File: config.mk
export PLATFORM = sky130hd
export DESIGN_NAME = convolution_coprocessor_compare_pipe
export DESIGN_NICKNAME = d
export VERILOG_FILES = /design/src/rtl/convolution_coprocessor_compare_pipe.sv
export SDC_FILE = /design/constraint.sdc
export NUM_CORES = 1
export LEC_CHECK = 0
export CAP_MARGIN = 20
export CORE_UTILIZATION = 44
export DETAILED_ROUTE_END_ITERATION = 10
export GPL_TIMING_DRIVEN = 0
export PLACE_DENSITY = 0.78
export SLEW_MARGIN = 20
export SYNTH_ARGS = -nofsm -noshare
export SYNTH_HDL_FRONTEND = slang
export SYNTH_SLANG_ARGS = --single-unit
File: constraint.sdc
create_clock -name clk_i -period 2.15 [get_ports clk_i]
set_input_delay 0.3225 -clock clk_i [delete_from_list [all_inputs] [get_ports clk_i]]
set_output_delay 0.3225 -clock clk_i [all_outputs]
set_load 0.005 [all_outputs]
File: src/rtl/convolution_coprocessor_compare_pipe.sv
// convolution_coprocessor_compare_pipe
//
// Purpose:
//   Single-stage valid/ready compare pipe. Each accepted operand pair (A, B)
//   is compared according to mode_i, either as unsigned or as two's
//   complement, and the 1-bit result plus an equality flag are registered
//   for delivery one cycle later. A saturating counter tallies delivered
//   results that were true.
//
// Ports:
//   clk_i     in   clock, rising edge
//   rst_i     in   synchronous active-high reset
//   valid_i   in   operand pair valid
//   ready_o   out  stage can accept an operand pair this cycle
//   A_i, B_i  in   operands, DATA_WIDTH bits
//   mode_i    in   compare select: 000 lt, 001 le, 010 gt, 011 ge,
//                  100 eq, 101 ne, 110/111 reserved (result 0)
//   signed_i  in   1 = two's complement compare, 0 = unsigned
//   clear_i   in   synchronous clear of count_o
//   valid_o   out  result_o/eq_o hold a valid result
//   ready_i   in   downstream accepts the result
//   result_o  out  comparison result for the selected mode
//   eq_o      out  A == B, independent of mode and signedness
//   count_o   out  saturating count of delivered true results

module convolution_coprocessor_compare_pipe #(
  parameter int DATA_WIDTH = 6,
  parameter int CNT_WIDTH  = 16
) (
  input  logic                  clk_i,
  input  logic                  rst_i,
  input  logic                  valid_i,
  output logic                  ready_o,
  input  logic [DATA_WIDTH-1:0] A_i,
  input  logic [DATA_WIDTH-1:0] B_i,
  input  logic [2:0]            mode_i,
  input  logic                  signed_i,
  input  logic                  clear_i,
  output logic                  valid_o,
  input  logic                  ready_i,
  output logic                  result_o,
  output logic                  eq_o,
  output logic [CNT_WIDTH-1:0]  count_o
);

  localparam logic       EMPTY   = 1'b0;
  localparam logic       FULL    = 1'b1;
  localparam logic [CNT_WIDTH-1:0] CNT_MAX = {CNT_WIDTH{1'b1}};

  logic                  state_q;
  logic                  result_q;
  logic                  eq_q;
  logic [CNT_WIDTH-1:0]  count_q;

  logic                  in_xfer;
  logic                  out_xfer;
  logic [DATA_WIDTH-1:0] a_key;
  logic [DATA_WIDTH-1:0] b_key;
  logic                  lt;
  logic                  eq;
  logic                  cmp_result;

  assign valid_o  = (state_q == FULL);
  assign ready_o  = !valid_o || ready_i;
  assign in_xfer  = valid_i && ready_o;
  assign out_xfer = valid_o && ready_i;

  assign result_o = result_q;
  assign eq_o     = eq_q;
  assign count_o  = count_q;

  // Flipping the sign bit maps two's complement order onto unsigned order,
  // so a single full-width unsigned compare serves both signedness modes,
  // including the most-negative value.
  assign a_key = {A_i[DATA_WIDTH-1] ^ signed_i, A_i[DATA_WIDTH-2:0]};
  assign b_key = {B_i[DATA_WIDTH-1] ^ signed_i, B_i[DATA_WIDTH-2:0]};
  assign lt    = (a_key < b_key);
  assign eq    = (A_i == B_i);

  always_comb begin
    cmp_result = 1'b0;
    case (mode_i)
      3'b000:  cmp_result = lt;
      3'b001:  cmp_result = lt || eq;
      3'b010:  cmp_result = !lt && !eq;
      3'b011:  cmp_result = !lt;
      3'b100:  cmp_result = eq;
      3'b101:  cmp_result = !eq;
      default: cmp_result = 1'b0;
    endcase
  end

  // Output register FSM. An accepted input always lands in FULL; FULL only
  // drains to EMPTY when the result leaves without a replacement arriving.
  always_ff @(posedge clk_i) begin
    if (rst_i) begin
      state_q  <= EMPTY;
      result_q <= 1'b0;
      eq_q     <= 1'b0;
    end else begin
      case (state_q)
        EMPTY: if (in_xfer) state_q <= FULL;
        FULL:  if (out_xfer && !in_xfer) state_q <= EMPTY;
        default: state_q <= EMPTY;
      endcase
      if (in_xfer) begin
        result_q <= cmp_result;
        eq_q     <= eq;
      end
    end
  end

  // Counts only results that actually leave the stage; clear wins over a
  // same-cycle increment and the counter sticks at its maximum.
  always_ff @(posedge clk_i) begin
    if (rst_i || clear_i) begin
      count_q <= '0;
    end else if (out_xfer && result_q && (count_q != CNT_MAX)) begin
      count_q <= count_q + 1'b1;
    end
  end

endmodule

-- Word-level counts from Yosys, hierarchy flattened
Index checks and enable logic that the tools add are counted.
- $add $sub $neg: 1
- order comparisons: 1
- eq/ne operators: 7
- mux-type cells: 4
- bitwise gates (word level): 3
- reductions and logical operators: 14
- operator list (operator ; number):
    $add A16 B1 Y16 const B ; 1
    $ne A16 B16 Y1 const B ; 1
    $eq A3 B2 Y1 const B ; 2
    $eq A3 B3 Y1 const B ; 2
    $eq A6 B6 Y1 ; 1
    $logic_and A1 B1 Y1 ; 6
    $lt A6 B6 Y1 ; 1
    $pmux W1 S6 ; 1
    $logic_not A1 Y1 ; 4
    $eq A3 B1 Y1 const B ; 1
    $logic_not A3 Y1 ; 1
    $logic_or A1 B1 Y1 ; 3
    $mux W1 ; 2
    $pmux W1 S2 ; 1
    $xor A1 B1 Y1 ; 2
    $not A1 Y1 ; 1
- register bits: 19
- bits of input ports: 21

-- Longest topological paths before layout
Gate-level depths: netlist of the first run.
- depth in word-level cells: 7
- gate-level depth with buffers: 7
- gate-level depth less buffers: 7

-- Least setup slack after synthesis of the first run
Ideal clock, no wire load.
- path kind: input-to-reg
- start: input port B_i[3]
- end: register result_q (netlist: result_o)
- arrival time: 1.579 ns
- slack: 0.452 ns
- stages: 7
- path buffers: 0
- cell sequence: inv_1 ha_1 a21o_1 a21o_1 a221o_1 mux2i_1 a211o_1
- cells in the longest elaborated chain, start to end: 4
- elaborated cells between the ends (all ways): 7
- those cells by class: order compare (1); eq/ne (1); mux (1); reduce/logical (4)
- ends and longest elaborated chain (item ; line ; RTL):
    from (decl) ; 35 ; input logic [DATA_WIDTH-1:0] B_i,
    $lt A6 B6 Y1 or $eq A6 B6 Y1 (tied branches) ; 77, 78 ;
    $logic_not A1 Y1, on equally long branches ; 85, 86, 88 ;
    $logic_and A1 B1 Y1 ; 85 ; 3'b010: cmp_result = !lt && !eq;
    $pmux W1 S6 (*) ; 82 ; case (mode_i)
    to (signal assigned) ; 107 ; result_q <= cmp_result;
    to (decl) ; 51 ; logic result_q;
Mark *: on every way between the ends. The rest lies on a longest branch, timed or not.
A chain may end at the register's enable or synchronous reset.

-- Worst setup path after layout of the first run
Same ends and word-level chain as after synthesis.

==> results of run 1 <==
==> power breakdown <==
| part | leakage [nW] | switching (W) | internal (W) |
|---|---|---|---|
| clock network | 0.0150 | 0.000115 | 0.0000727 |
| registers | 0.153 | 0.00000408 | 0.000355 |
| logic | 0.434 | 0.0000430 | 0.0000637 |
==> logic make-up (layout without fill, tap and decap cells) <==
group	Yosys count	count (layout)	synth area share
and+or+nand+nor	66	66	0.3337
DFF	19	19	0.3241
AOI/OAI and AO/OA	18	18	0.1023
xor gates and xnor gates	14	14	0.1045
buffers and inverters	12	56	0.04584
adders and majority gates	6	6	0.06396
muxes	3	3	0.02559
==> routing by layer <==
metal / global-route usage / wire length [um] / part of all wire / vias to the layer above
met1: 0.2513 / 1215 / 0.44 / 540
met3: 0.07062 / 177 / 0.064 / 3
li1: - / - / - / 584
met2: 0.3875 / 1355 / 0.49 / 38
met4: 0.07456 / 22 / 0.0079 / 0
met5: 0 / 0 / 0 / -
==> critical path: cells and delay by family <==
family / cells / cell delay [ns]
buf+inv: 2 / 0.49
compound gates: 4 / 0.91
mux: 1 / 0.12
fa+ha+maj: 1 / 0.29
==> registers in the layout, summed over array words and instances, names as in the netlist <==
register / flops
result_o: 1
valid_o: 1
eq_o: 1
count_o: 16
==> through the flow <==
stage / setup TNS, ns / setup WS [ns] / hold WS (ns) / instances / total power (W)
3_5_place_dp: -0.1016 / -0.1016 / 0.5112 / 208 / 0.0004730
5_1_grt: 0 / 0.1888 / 0.5727 / 212 / 0.0006916
2_1_floorplan: 0 / 0.4515 / 0.3916 / 138 / 0.0004130
6_report: 0 / 0.2280 / 0.5263 / 212 / 0.0006531
3_3_place_gp: -0.07647 / -0.07647 / 0.4945 / 208 / 0.0004689
4_1_cts: 0 / 0.2345 / 0.5280 / 212 / 0.0006590
==> path summary, 6_finish.rpt <==
check / from / end / slack (ns) / depth (start not counted)
hold / removal: count_o[1]$_SDFFE_PP0P_ / count_o[1]$_SDFFE_PP0P_ / 0.53 / 2
hold reg to reg: count_o[1]$_SDFFE_PP0P_ / count_o[1]$_SDFFE_PP0P_ / 0.53 / 2
setup reg to reg: count_o[2]$_SDFFE_PP0P_ / count_o[0]$_SDFFE_PP0P_ / 0.42 / 5
setup / recovery: B_i[3] / result_o$_SDFFE_PP0P_ / 0.23 / 8
==> cell type report <==
type / count / area (um^2)
multi-input combinational: 107 / 739.5
tap: 30 / 37.54
fill: 215 / 862.1
sequential: 19 / 380.4
timing repair buffer: 40 / 400.4
buffer: 2 / 16.27
inverter: 10 / 37.54
clock buffer: 4 / 26.28
==> cell usage in the layout, fill, tap and decap left out, drive strengths merged, types with 5 or more instances in the layout <==
master / count
clkdlybuf4s50: 40
nor2: 20
dfxtp: 19
nand2: 11
inv: 10
nand4: 8
xnor2: 7
a21oi: 7
xor2: 7
ha: 6
nor3: 6
nand3: 5
clkbuf: 5
==> impl_results.md, run 1 <==
- Residual DRC: 0
- P_leak: 0.6021 nW
- Cell taking the most area after synthesis: dfxtp_1
- Synth top area share: 0.3241
- Core area: 0.002500 mm^2
- FMAX: 0.5203 GHz
- HP Class: flop to flop
- Post-Syn Nets: 165
- Final Cell Area: 0.001638 mm^2
- Port buffer count: 40
- Worst-Margin Slew: between 0.5 and 0.6 ns
- Number of diodes: 0
- Total number of vias: 1165
- Starting DRC count in detailed routing: 17
- Share of cells above drive strength 1: 0.07692
- Total GRT Usage: 0.2214
- Mapped Cells: ~140
- Vias in the first global route: 1095
- Antenna violations before repair: 0
- Final hold viol count: 0
- Critical path type: input port to flop
- CP required: 2.36 ns
- Synthesis warning total: 0
- Placement Cell Area: 0.001612 mm^2
- Gpl congestion: 0.8082
- FP Rows: 18
- Die area: approximately 0.0029 mm^2
- Crit path top cell by count: a21o_1
- Remaining Overflow, GRT: 0
- Async SR Flop Fraction: 0
- CTS tree: built
- Arrival @ worst endpoint: 2.13 ns
- CP cell instances: clkdlybuf4s50_1 -> inv_1 -> ha_1 -> a21o_1 -> a21o_1 -> a221o_1 -> mux2i_1 -> a211o_1
- Slowest stage delay, CP: ~0.45 ns
- Top area cells in the synthesized netlist: dfxtp_1 (32%), ha_1 (6.4%), nor2_1 (6.4%), xnor2_1 (5.2%), xor2_1 (5.2%)
- Worst Setup End Kind: flop
- First-pass GRT wire length: 4.623 mm
- Unique cell type count in the Yosys netlist: 38
- Final HPWL DP: 2.229 mm
- TritonCTS Buffers: 3
- Final count of negative-setup-slack endpoints: 0
- Critical path fanouts, max: 2
- Drt via density: between 5 and 6
- RSZ-0062 raised after global routing: false
- Sink Count: 19
- Antenna-violating nets left: 0
- CTS max path bufs: 2
- Final #Nets: 210
- Most used DFF post-synth: dfxtp_1
- CP Launch Type: input port
- Synth top cells by count: nor2_1 (20), dfxtp_1 (19), nand2_1 (11)
- # hold bufs at CTS: 0
- Clk Latency, worst-skew pair: 0.31 ns
- Sequential fraction of the synthesis area: 0.3241
- Post-synth EDFFs: 0
- Pins Over Slew Limit: 0
- Synth Register Bits: 19
- WL final: 2.771 mm
- Maximum vdd drop: 436.1 uV
- Die H: 53.65 um
- Slew margin rel.: 0.5985
- Synthesized cell area: 0.001174 mm^2
- # H-tree levels: 1
- Tcrit/Tclk final: 0.8940
- Synth Area per Inst: 8.505 um^2
- Post-CTS sizing: 0
- Clock root cell: clkbuf_4
- Status: complete, no violations
- Initial Util: 0.4695
- Most frequent cell after synthesis: nor2_1
- Routed len/inst: 13.07 um
- Pwr dens: 398.7 mW/mm^2
- Final core utilization: 0.6552
- Die Wd: 53.65 um
- Pin count of the biggest net entering global routing: 11
- # Max-Cap Violations: 0
- Clock Skews: 0.003913 ns
- Postcts setup bufs: 0
- P&R area growth vs syn: 39.55%
- Period minus WS final: 1.922 ns
- Worst-path clk slew: ~0.10 ns
- Pre-Repair DR Iteration Count: 4
- I/O pins: 41
- CP max stage cell: clkdlybuf4s50_1
Power figures use the tool's default switching activity.
==> inputs of run 2 (changes only) <==
Settings changed: TNS_END_PERCENT set to 50.
==> results of run 2 <==
No change in the layout: final DEF, timing and power equal those of run 1.
==> inputs of run 3 (changes only) <==
Settings changed: CAP_MARGIN 20 to 10, TNS_END_PERCENT 50 to not set.
==> results of run 3 <==
No change in the layout: final DEF, timing and power equal those of run 1.
